--- src/rtl/memory_pkg.sv ---
// Shared constants and types for the frame memory arbiter.
// Frame geometry, bus widths, owner tags and arbiter FSM states.
// No logic here; imported by every frame_mem_arbiter file.
package memory_pkg;

    localparam int FRAME_W      = 320;
    localparam int FRAME_H      = 240;
    localparam int FRAME_PIXELS = FRAME_W * FRAME_H;   // 76800
    localparam int ADDR_W       = 17;
    localparam int DATA_W       = 8;
    localparam int RD_LAT_DEF   = 2;
    localparam int MAX_WAIT     = 4;
    localparam int WAIT_W       = $clog2(MAX_WAIT + 1);

    // Who issued the read travelling down the tag pipe
    typedef enum logic [1:0] {
        OWN_NONE = 2'd0,
        OWN_VGA  = 2'd1,
        OWN_ALG  = 2'd2
    } owner_t;

    typedef enum logic [1:0] {
        ST_IDLE  = 2'd0,
        ST_SERVE = 2'd1,
        ST_DRAIN = 2'd2
    } arb_state_t;

endpackage

--- src/rtl/frame_mem_arbiter_if.sv ---
// Requester and RAM-port bundle for the frame memory arbiter.
// Pure wiring, no latency.
// Requesters hold req/addr/we/wdata until they see gnt.
interface frame_mem_arbiter_if;
    import memory_pkg::*;

    logic              vga_req;
    logic [ADDR_W-1:0] vga_addr;
    logic              vga_gnt;
    logic              vga_rvalid;
    logic [DATA_W-1:0] vga_rdata;

    logic              alg_req;
    logic              alg_we;
    logic [ADDR_W-1:0] alg_addr;
    logic [DATA_W-1:0] alg_wdata;
    logic              alg_gnt;
    logic              alg_rvalid;
    logic [DATA_W-1:0] alg_rdata;

    logic [ADDR_W-1:0] mem_addr;
    logic [DATA_W-1:0] mem_wdata;
    logic              mem_we;
    logic [DATA_W-1:0] mem_rdata;

    logic              busy;

    // Arbiter side
    modport slave (
        input  vga_req, vga_addr, alg_req, alg_we, alg_addr, alg_wdata, mem_rdata,
        output vga_gnt, vga_rvalid, vga_rdata, alg_gnt, alg_rvalid, alg_rdata,
        output mem_addr, mem_wdata, mem_we, busy
    );

    // Requester / RAM side
    modport master (
        output vga_req, vga_addr, alg_req, alg_we, alg_addr, alg_wdata, mem_rdata,
        input  vga_gnt, vga_rvalid, vga_rdata, alg_gnt, alg_rvalid, alg_rdata,
        input  mem_addr, mem_wdata, mem_we, busy
    );

endinterface

--- src/rtl/frame_mem_arbiter_rd_tag_pipe.sv ---
// Owner-tag shift register, RD_LAT+1 stages, last stage aligned with mem_rdata.
// Latency: tag_in captured with the grant, appears on tag_out RD_LAT+1 cycles later.
// No backpressure: the RAM never stalls, so the pipe shifts whenever enabled.
module rd_tag_pipe
    import memory_pkg::*;
#(
    parameter int RD_LAT = RD_LAT_DEF
) (
    input  logic   clock,
    input  logic   reset_n,
    input  logic   en,
    input  owner_t tag_in,
    output owner_t tag_out,
    output logic   busy,
    output logic   pending
);

    owner_t stage [RD_LAT+1];

    // Shift tags one stage per cycle; reset discards all in-flight reads
    always_ff @(posedge clock or negedge reset_n) begin
        if (!reset_n) begin
            for (int i = 0; i <= RD_LAT; i++) stage[i] <= OWN_NONE;
        end else if (en) begin
            stage[0] <= tag_in;
            for (int i = 1; i <= RD_LAT; i++) stage[i] <= stage[i-1];
        end
    end

    // busy: anything in flight; pending: something still in flight after this cycle's shift
    always_comb begin
        busy    = 1'b0;
        pending = 1'b0;
        for (int i = 0; i <= RD_LAT; i++) begin
            if (stage[i] != OWN_NONE) begin
                busy = 1'b1;
                if (i < RD_LAT) pending = 1'b1;
            end
        end
    end

    assign tag_out = stage[RD_LAT];

endmodule

--- src/rtl/frame_mem_arbiter.sv ---
// Single-port frame RAM arbiter: VGA reader vs zoom engine, one grant per cycle.
// Latency: grant in N -> RAM port in N+1 -> read data to owner in N+2+RD_LAT.
// Backpressure: combinational gnt; losers hold req. Optional FRAME_MEM_STARVE_GUARD_EN.
module frame_mem_arbiter
    import memory_pkg::*;
#(
    parameter int RD_LAT = RD_LAT_DEF
) (
    input  logic                clock,
    input  logic                reset_n,
    frame_mem_arbiter_if.slave  bus
);

    logic              alg_first;
    logic              vga_gnt_c;
    logic              alg_gnt_c;
    logic              any_gnt;
    owner_t            tag_in;
    owner_t            tag_out;
    logic              pipe_busy;
    logic              pipe_pending;
    arb_state_t        state;

    logic [ADDR_W-1:0] mem_addr_q;
    logic [DATA_W-1:0] mem_wdata_q;
    logic              mem_we_q;
    logic              vga_rvalid_q;
    logic [DATA_W-1:0] vga_rdata_q;
    logic              alg_rvalid_q;
    logic [DATA_W-1:0] alg_rdata_q;

`ifdef FRAME_MEM_STARVE_GUARD_EN
    logic [WAIT_W-1:0] wait_cnt;

    // Count consecutive denied algorithm cycles, saturating at MAX_WAIT
    always_ff @(posedge clock or negedge reset_n) begin
        if (!reset_n) begin
            wait_cnt <= '0;
        end else if (!bus.alg_req || alg_gnt_c) begin
            wait_cnt <= '0;
        end else if (wait_cnt != WAIT_W'(MAX_WAIT)) begin
            wait_cnt <= wait_cnt + 1'b1;
        end
    end

    assign alg_first = (wait_cnt == WAIT_W'(MAX_WAIT));
`else
    assign alg_first = 1'b0;
`endif

    // VGA wins contention unless the algorithm has been starved long enough;
    // nothing is granted while reset is held so no request is silently lost
    always_comb begin
        vga_gnt_c = 1'b0;
        alg_gnt_c = 1'b0;
        if (reset_n) begin
            if (bus.vga_req && !(bus.alg_req && alg_first)) vga_gnt_c = 1'b1;
            else if (bus.alg_req)                            alg_gnt_c = 1'b1;
        end
    end

    assign any_gnt = vga_gnt_c | alg_gnt_c;

    // Only reads occupy a tag slot; writes produce no return
    always_comb begin
        tag_in = OWN_NONE;
        if (vga_gnt_c)                    tag_in = OWN_VGA;
        else if (alg_gnt_c && !bus.alg_we) tag_in = OWN_ALG;
    end

    // In IDLE the pipe is known empty, so it only needs to move once a grant arrives
    rd_tag_pipe #(.RD_LAT(RD_LAT)) u_tag_pipe (
        .clock   (clock),
        .reset_n (reset_n),
        .en      (any_gnt || (state != ST_IDLE)),
        .tag_in  (tag_in),
        .tag_out (tag_out),
        .busy    (pipe_busy),
        .pending (pipe_pending)
    );

    // Arbiter FSM with the registered RAM port as its outputs
    always_ff @(posedge clock or negedge reset_n) begin
        if (!reset_n) begin
            state       <= ST_IDLE;
            mem_addr_q  <= '0;
            mem_wdata_q <= '0;
            mem_we_q    <= 1'b0;
        end else begin
            mem_we_q <= 1'b0;
            if (vga_gnt_c) begin
                mem_addr_q <= bus.vga_addr;
            end else if (alg_gnt_c) begin
                mem_addr_q <= bus.alg_addr;
                if (bus.alg_we) begin
                    mem_wdata_q <= bus.alg_wdata;
                    mem_we_q    <= 1'b1;
                end
            end

            unique case (state)
                ST_IDLE: begin
                    if (any_gnt) state <= ST_SERVE;
                end
                ST_SERVE, ST_DRAIN: begin
                    if (any_gnt)           state <= ST_SERVE;
                    else if (pipe_pending) state <= ST_DRAIN;
                    else                   state <= ST_IDLE;
                end
                default: state <= ST_IDLE;
            endcase
        end
    end

    // Route the pixel leaving the RAM to whoever issued the read
    always_ff @(posedge clock or negedge reset_n) begin
        if (!reset_n) begin
            vga_rvalid_q <= 1'b0;
            vga_rdata_q  <= '0;
            alg_rvalid_q <= 1'b0;
            alg_rdata_q  <= '0;
        end else begin
            vga_rvalid_q <= (tag_out == OWN_VGA);
            alg_rvalid_q <= (tag_out == OWN_ALG);
            if (tag_out == OWN_VGA) vga_rdata_q <= bus.mem_rdata;
            if (tag_out == OWN_ALG) alg_rdata_q <= bus.mem_rdata;
        end
    end

    assign bus.vga_gnt    = vga_gnt_c;
    assign bus.alg_gnt    = alg_gnt_c;
    assign bus.mem_addr   = mem_addr_q;
    assign bus.mem_wdata  = mem_wdata_q;
    assign bus.mem_we     = mem_we_q;
    assign bus.vga_rvalid = vga_rvalid_q;
    assign bus.vga_rdata  = vga_rdata_q;
    assign bus.alg_rvalid = alg_rvalid_q;
    assign bus.alg_rdata  = alg_rdata_q;
    assign bus.busy       = pipe_busy;

endmodule

--- src/flat_wrapper.sv ---
// flat-port wrapper written by rule: the top's interface ports become plain ports
module frame_mem_arbiter_flat import memory_pkg::*;
#(
    parameter int RD_LAT = RD_LAT_DEF
)
  (clock, reset_n, bus_vga_req, bus_vga_addr, bus_alg_req, bus_alg_we, bus_alg_addr, bus_alg_wdata, bus_mem_rdata, bus_vga_gnt, bus_vga_rvalid, bus_vga_rdata, bus_alg_gnt, bus_alg_rvalid, bus_alg_rdata, bus_mem_addr, bus_mem_wdata, bus_mem_we, bus_busy);
  frame_mem_arbiter_if bus_i ();
  input  logic clock;
  input  logic reset_n;
  input wire logic [$bits(bus_i.vga_req)-1:0] bus_vga_req;
  input wire logic [$bits(bus_i.vga_addr)-1:0] bus_vga_addr;
  input wire logic [$bits(bus_i.alg_req)-1:0] bus_alg_req;
  input wire logic [$bits(bus_i.alg_we)-1:0] bus_alg_we;
  input wire logic [$bits(bus_i.alg_addr)-1:0] bus_alg_addr;
  input wire logic [$bits(bus_i.alg_wdata)-1:0] bus_alg_wdata;
  input wire logic [$bits(bus_i.mem_rdata)-1:0] bus_mem_rdata;
  output wire logic [$bits(bus_i.vga_gnt)-1:0] bus_vga_gnt;
  output wire logic [$bits(bus_i.vga_rvalid)-1:0] bus_vga_rvalid;
  output wire logic [$bits(bus_i.vga_rdata)-1:0] bus_vga_rdata;
  output wire logic [$bits(bus_i.alg_gnt)-1:0] bus_alg_gnt;
  output wire logic [$bits(bus_i.alg_rvalid)-1:0] bus_alg_rvalid;
  output wire logic [$bits(bus_i.alg_rdata)-1:0] bus_alg_rdata;
  output wire logic [$bits(bus_i.mem_addr)-1:0] bus_mem_addr;
  output wire logic [$bits(bus_i.mem_wdata)-1:0] bus_mem_wdata;
  output wire logic [$bits(bus_i.mem_we)-1:0] bus_mem_we;
  output wire logic [$bits(bus_i.busy)-1:0] bus_busy;
  assign bus_i.vga_req = bus_vga_req;
  assign bus_i.vga_addr = bus_vga_addr;
  assign bus_i.alg_req = bus_alg_req;
  assign bus_i.alg_we = bus_alg_we;
  assign bus_i.alg_addr = bus_alg_addr;
  assign bus_i.alg_wdata = bus_alg_wdata;
  assign bus_i.mem_rdata = bus_mem_rdata;
  assign bus_vga_gnt = bus_i.vga_gnt;
  assign bus_vga_rvalid = bus_i.vga_rvalid;
  assign bus_vga_rdata = bus_i.vga_rdata;
  assign bus_alg_gnt = bus_i.alg_gnt;
  assign bus_alg_rvalid = bus_i.alg_rvalid;
  assign bus_alg_rdata = bus_i.alg_rdata;
  assign bus_mem_addr = bus_i.mem_addr;
  assign bus_mem_wdata = bus_i.mem_wdata;
  assign bus_mem_we = bus_i.mem_we;
  assign bus_busy = bus_i.busy;
  frame_mem_arbiter #(.RD_LAT(RD_LAT)) u_core (.clock(clock), .reset_n(reset_n), .bus(bus_i));
endmodule
--- config.mk ---
export PLATFORM = sky130hd
export DESIGN_NAME = frame_mem_arbiter_flat
export DESIGN_NICKNAME = d
export VERILOG_FILES = /design/src/rtl/memory_pkg.sv /design/src/rtl/frame_mem_arbiter_if.sv /design/src/rtl/frame_mem_arbiter_rd_tag_pipe.sv /design/src/rtl/frame_mem_arbiter.sv /design/src/flat_wrapper.sv
export SDC_FILE = /design/constraint.sdc
export NUM_CORES = 1
export LEC_CHECK = 0
export BUFFER_PORTS_ARGS = -buffer_cell sky130_fd_sc_hd__buf_2
export CAP_MARGIN = 5
export CORE_MARGIN = 2
export CORE_UTILIZATION = 50
export DETAILED_ROUTE_END_ITERATION = 8
export HOLD_SLACK_MARGIN = 0.12
export PLACE_DENSITY = 0.82
export SLEW_MARGIN = 20
export SYNTH_ARGS = -nofsm -noshare
export SYNTH_HDL_FRONTEND = slang
export SYNTH_HIERARCHICAL = 1
export SYNTH_SLANG_ARGS = --single-unit
--- constraint.sdc ---
create_clock -name clock -period 2.8 [get_ports clock]
set_clock_uncertainty 0.2 [all_clocks]
set_input_delay 0.56 -clock clock [delete_from_list [all_inputs] [get_ports clock]]
set_output_delay 0.56 -clock clock [all_outputs]
set_load 0.03 [all_outputs]
==> results_dict.tcl, run 1 <==
set metrics [dict create \
    critPathSlowestCell "dlygate4sd3_1" \
    gr-total-overflow 0 \
    htree_levels 2 \
    grt_use_total 0.1993 \
    sw_frac_of_total 0.4008 \
    setup_slack_ns 0.1469 \
    crit_required_ns 2.04 \
    vias_per_cell 5.176 \
    crit_chain "dlygate4sd3_1 -> buf_2 -> nand2_2 -> inv_1 -> buf_2" \
    max_freq_mhz 376.9 \
    crit_arrival_ns 1.89 \
    seq_power_share 0.415 \
    grt-busiest-layer "met2" \
    clockRootBuffer "clkbuf_8" \
    drv_slew 0 \
    fin_util 0.6601 \
    maxCapViolations 0 \
    cts_buffers 5 \
    max_stage_delay_ns 0.51 \
    yosysTopAreaCellShare 0.5686 \
    syn_to_final_growth_pct 26.46 \
    min_period_ns 2.653 \
    grt_setup_unrepaired "false" \
    first_global_vias 1689 \
    relSlewSlack 0.4471 \
    cp_top_family "buffers and inverters" \
    die_y_um 71.65 \
    fp.coreArea_um2 4384 \
    reg2reg_slack_ns 0.99 \
    drt-wirelength-per-cell_um 14.14 \
    ys_ff_latch 52 \
    cts_tree "done" \
    die-area_um2 5134 \
    total_power_uw 2668 \
    yosysMostFrequentCell "dfrtp_1" \
    crit_path_start_kind "primary input" \
    wirelength_mm 4.738 \
    synth_cell_types 27 \
    synthTopCellsByArea "dfrtp_1 (57%), mux2_2 (11%), mux2_4 (5.2%), and3b_1 (4.6%), o22ai_1 (4.4%)" \
    synth_ff_type "dfrtp_1" \
    finalSetupViolations 0 \
    syn-cell-area_um2 2288 \
    synth_warnings 6 \
    critPathBufInv 4 \
    peakVddDrop_mv 0.3658 \
    multiInputGateArea_um2 889.6 \
    ant_nets 0 \
    clock_sinks 52 \
    first_pass_iters 4 \
    synth_seq_area_share 0.5686 \
    ff_latch_area_um2 1301 \
    grt_pass1_wl_mm 7.893 \
    synth_edf_count 0 \
    die_x_um 71.65 \
    period_share 0.9475 \
    ys_top_cells_by_count "dfrtp_1 (52), mux2_2 (22), nor2_1 (18)" \
    worstMarginPinSlew_ns 0.8277 \
    pre_cts_slack_ns 0.6438 \
    async_reset_ff_frac 1.000 \
    start_util 0.5220 \
    worstSetupPathType "primary input to output port" \
    antenna_found_initial 0 \
    post_cts_resized 0 \
    outcome "finished clean" \
    intPower_uw 1599 \
    hold_path_class "primary input to register" \
    power.density_nw_per_um2 922.1 \
    layout-drive-gt1-share 0.5124 \
    place_area_um2 2795 \
    clk_pin_slew_ns 0.09 \
    rows 24 \
    dp_hpwl_mm 3.593 \
    gr-usage-met1 0.2512 \
    grtUsageMet3 0.04782 \
    tns_ns 0 \
    io_pins 102 \
    path_common_cell "buf_2" \
    synthesis.nets 242 \
    power_leakage_uw 0.001511 \
    worstSkewPairLatency_ns 0.31 \
    grt_use_met2 0.3302 \
    final_hold_viol_count 0 \
    gp_congestion 0.8782 \
    p_sw_uw 1069 \
    drtIter0Drc 81 \
    grt_max_degree 54 \
    drc 0 \
    combPwrFrac 0.426 \
    port_buffers 101 \
    yosysTopAreaCell "dfrtp_1" \
    final_cell_area_um2 2894 \
    end_kind "output port" \
    syn_area_per_cell_um2 12.37 \
    final.fill_count 357 \
    synth_cells 185 \
    p_clk_frac 0.158 \
    route.vias.total 1734 \
    cp_max_fo 18 \
    nNetsFinal 339 \
    max-clock-path-buffers 2 \
    diodes 0 \
]
-- flip-flops by register name, indices dropped and copies added, names as in the netlist --
register,cells
u_core/bus.vga_rdata,8
u_core/state,2
u_core/u_tag_pipe/tag_out,2
u_core/bus.mem_wdata,8
u_core/bus.alg_rvalid,1
u_core/bus.mem_addr,17
u_core/bus.alg_rdata,8
u_core/bus.vga_rvalid,1
u_core/bus.mem_we,1
u_core/u_tag_pipe/stage,4
-- cell families (layout without fill, tap and decap cells) --
kind of cell    after synthesis  count (layout)  synth area share
simple gates                 57              57            0.1438
compound gates               25              25           0.07326
buf+inv                      19             117           0.04264
fa+ha+maj                     2               2           0.01093
flops                        52              52            0.5686
mux                          30              30            0.1607
-- worst reg2reg max path, delay by kind of cell, from the launching register on --
| kind | cells | cell delay [ns] |
|---|---|---|
| simple gates | 1 | 0.66 |
| flops | 1 | 0.42 |
| mux | 1 | 0.42 |
-- cell type report --
type	count	area share
Inverter	5	0.006485
Tap cell	52	0.02248
Multi-Input combinational cell	114	0.3074
Clock buffer	6	0.02508
Sequential cell	52	0.4496
Timing Repair Buffer	104	0.1833
Clock inverter	2	0.005620
-- power by group through the flow --
stage	Combinational (uW)	Sequential, uW	Clock, uW
after detailed placement	1150	1130	0
after floorplan	456	1490	0
after CTS	1150	1110	432
after global placement	1130	1110	0
after global routing	1220	1150	464
final	1140	1110	422
-- routing by layer --
layer | up-vias | wire [um]
met3 | 11 | 215
met4 | 0 | 114
met2 | 48 | 2439
li1 | 851 | -
met1 | 824 | 1968
met5 | - | 0
-- final timing paths --
| check | cells after the start | start | to |
|---|---|---|---|
| worst max register to register | 2 | u_core/u_tag_pipe/tag_out[1]$_DFFE_PN0P_ | u_core/bus.vga_rdata[5]$_DFFE_PN0P_ |
| min in group asynchronous | 2 | reset_n | u_core/bus.mem_addr[0]$_DFFE_PN0P_ |
| worst max-delay path | 5 | reset_n | bus_vga_gnt |
| worst min register to register | 1 | u_core/bus.alg_rdata[4]$_DFFE_PN0P_ | u_core/bus.alg_rdata[4]$_DFFE_PN0P_ |
| worst min-delay path | 2 | bus_alg_wdata[2] | u_core/bus.mem_wdata[2]$_DFFE_PN0P_ |
| max in group asynchronous | 3 | reset_n | u_core/bus.mem_addr[8]$_DFFE_PN0P_ |
-- cells in the final DEF (no fill, tap or decap), types with 5 or more instances in the layout --
| cell | netlist | final |
|---|---|---|
| and3b_1 | 12 | 12 |
| buf_2 | 5 | 101 |
| clkbuf_8 | 0 | 5 |
| dfrtp_1 | 52 | 52 |
| inv_1 | 5 | 5 |
| mux2_2 | 22 | 22 |
| mux2_4 | 8 | 8 |
| nor2_1 | 18 | 18 |
| nor3_1 | 13 | 13 |
| o22ai_1 | 16 | 16 |
| o32ai_1 | 6 | 6 |
-- per-stage QoR --
step                      hold WS (ns)  cells
after global routing            0.2612    335
final                           0.2794    335
after CTS                       0.2705    335
after global placement          0.2028    326
after detailed placement        0.2003    326
after floorplan                0.06441    185
-- repair_timing --
action | 4_1_cts | 5_1_grt
setup endpoints to repair | 0 | 0
hold buffers | 1 | 0
hold endpoints to repair | 3 | 0
setup buffers | 0 | 0
Power figures use the tool's default switching activity.
==> inputs of run 2 (changes only) <==
--- a/config.mk
+++ b/config.mk
@@ -5,13 +5,14 @@
 export SDC_FILE = /design/constraint.sdc
 export NUM_CORES = 1
 export LEC_CHECK = 0
-export BUFFER_PORTS_ARGS = -buffer_cell sky130_fd_sc_hd__buf_2
 export CAP_MARGIN = 5
+export CORE_ASPECT_RATIO = 0.75
 export CORE_MARGIN = 2
-export CORE_UTILIZATION = 50
+export CORE_UTILIZATION = 53
 export DETAILED_ROUTE_END_ITERATION = 8
+export DONT_BUFFER_PORTS = 1
 export HOLD_SLACK_MARGIN = 0.12
-export PLACE_DENSITY = 0.82
+export PLACE_DENSITY = 0.66
 export SLEW_MARGIN = 20
 export SYNTH_ARGS = -nofsm -noshare
 export SYNTH_HDL_FRONTEND = slang
==> run 2 against run 1 <==
Against the previous run: maximum frequency increased by 7.6%; design area is 16% lower; sequential power rose by 38%; largest power group is now sequential cells.
==> results_dict.tcl, run 2 (synthesized netlist as in run 1, its figures left out) <==
set metrics [dict create \
    relSlewSlack 0.4705 \
    dp_cells 227 \
    final.fill_count 330 \
    drtIter0Drc 35 \
    worstMarginPinSlew_ns 0.7926 \
    min_period_ns 2.465 \
    syn_to_final_growth_pct 5.632 \
    worstSetupPathType "register to output port" \
    wirelength_mm 4.500 \
    clk_pin_slew_ns 0.09 \
    final_cell_mix "dfrtp_1 (52), mux2_2 (22), nor2_1 (18), o22ai_1 (16), nor3_1 (13)" \
    tns_ns 0 \
    outcome "finished clean" \
    clockRootBuffer "clkbuf_8" \
    drv_slew 0 \
    cts_setup_buffers 0 \
    first_global_vias 1428 \
    max_freq_mhz 405.7 \
    cts_tree "done" \
    die_y_um 60.91 \
    vias_per_cell 6.055 \
    largest_reg_flops 17 \
    end_kind "output port" \
    grt_setup_unrepaired "false" \
    ff_latch_area_um2 1301 \
    die-area_um2 4865 \
    stdcell_count 237 \
    max_stage_delay_ns 0.52 \
    finalSetupViolations 0 \
    power_leakage_uw 0.001121 \
    critPathSlowestCell "or4_4" \
    route.vias.total 1435 \
    hold_path_class "primary input to register" \
    total_power_uw 2460 \
    grt_pass1_wl_mm 7.086 \
    rows 20 \
    layout-drive-gt1-share 0.2418 \
    port_buffers 0 \
    layout_commonest_cell "dfrtp_1" \
    first_pass_iters 4 \
    whs_path_depth 1 \
    crit_path_start_kind "register" \
    drc 0 \
    peakVddDrop_mv 0.4964 \
    fp.coreArea_um2 4104 \
    clock_sinks 52 \
    crit_required_ns 2.04 \
    diodes 0 \
    period_share 0.8804 \
    dp_hpwl_mm 3.195 \
    cts_buffers 5 \
    io_pins 102 \
    start_util 0.5576 \
    worstRegToRegCells 2 \
    ant_nets 0 \
    die_x_um 79.88 \
    fin_util 0.5890 \
    maxCapViolations 0 \
    antenna_found_initial 0 \
    crit_chain "or4_4 -> or3_1" \
    multiInputGateArea_um2 889.6 \
    final_hold_viol_count 0 \
    cp_max_fo 3 \
    gr-total-overflow 0 \
    worstSkewPairLatency_ns 0.29 \
    max-clock-path-buffers 2 \
    grt_use_total 0.1960 \
    drt-wirelength-per-cell_um 18.99 \
    grt_max_degree 53 \
    nNetsFinal 238 \
    crit_arrival_ns 1.70 \
    gp_congestion 0.6541 \
    reg2reg_slack_ns 1.02 \
    power.density_nw_per_um2 1018 \
    htree_levels 2 \
]
==> run 2: stage by stage <==
stage                     setup WS (ns)  cell area [um^2]  hold WS, ns
after floorplan                  0.6992              2288      0.06441
after global placement           0.6751              2286      0.06556
after detailed placement         0.6576              2286      0.06570
after CTS                        0.3141              2417       0.1928
after global routing             0.2745              2417       0.1750
final                            0.3350              2417       0.2042
==> run 2: what timing repair did <==
item | 4_1_cts | 5_1_grt
endpoints found under the hold margin | 52 | 0
hold buffers | 2 | 0
gates resized for setup | 0 | 0
==> run 2: routing by layer <==
metal / part of all wire / wire length [um] / global-route usage / vias to the layer above
met3: 0.089 / 401 / 0.07440 / 6
met1: 0.41 / 1827 / 0.2393 / 703
met4: 0.013 / 59 / 0.07748 / 0
li1: - / - / - / 651
met2: 0.49 / 2211 / 0.3229 / 75
met5: 0 / 0 / 0 / -
==> run 2: cell type report <==
type                       instances  share of cell area
inverter                           5            0.007764
clock buffer                       7             0.03571
multi-input combinational        114              0.3680
tap                               55             0.02847
sequential                        52              0.5383
timing repair buffer               3             0.01863
clock inverter                     1            0.003106
==> run 2: power by group <==
part / internal, uW / leakage [uW] / total [uW] / switching (uW)
sequential: 976 / 0.000621 / 1530 / 555
combinational: 281 / 0.000456 / 503 / 222
clock: 201 / 0.0000445 / 426 / 225
==> run 2: final timing paths <==
kind,start,to
min in group asynchronous,reset_n,u_core/bus.mem_wdata[7]$_DFFE_PN0P_
max in group asynchronous,reset_n,u_core/bus.alg_rdata[6]$_DFFE_PN0P_
max,u_core/u_tag_pipe/stage[4]$_DFFE_PN0P_,bus_busy
max reg2reg,u_core/u_tag_pipe/tag_out[1]$_DFFE_PN0P_,u_core/bus.vga_rdata[0]$_DFFE_PN0P_
min,bus_alg_wdata[5],u_core/bus.mem_wdata[5]$_DFFE_PN0P_
min reg2reg,u_core/u_tag_pipe/stage[5]$_DFFE_PN0P_,u_core/u_tag_pipe/stage[3]$_DFFE_PN0P_
==> run 2: worst max-delay path: cells and delay by family, from the launching register on <==
kind / cells / cell delay [ns]
flip-flops: 1 / 0.41
AND/OR/NAND/NOR: 2 / 0.99
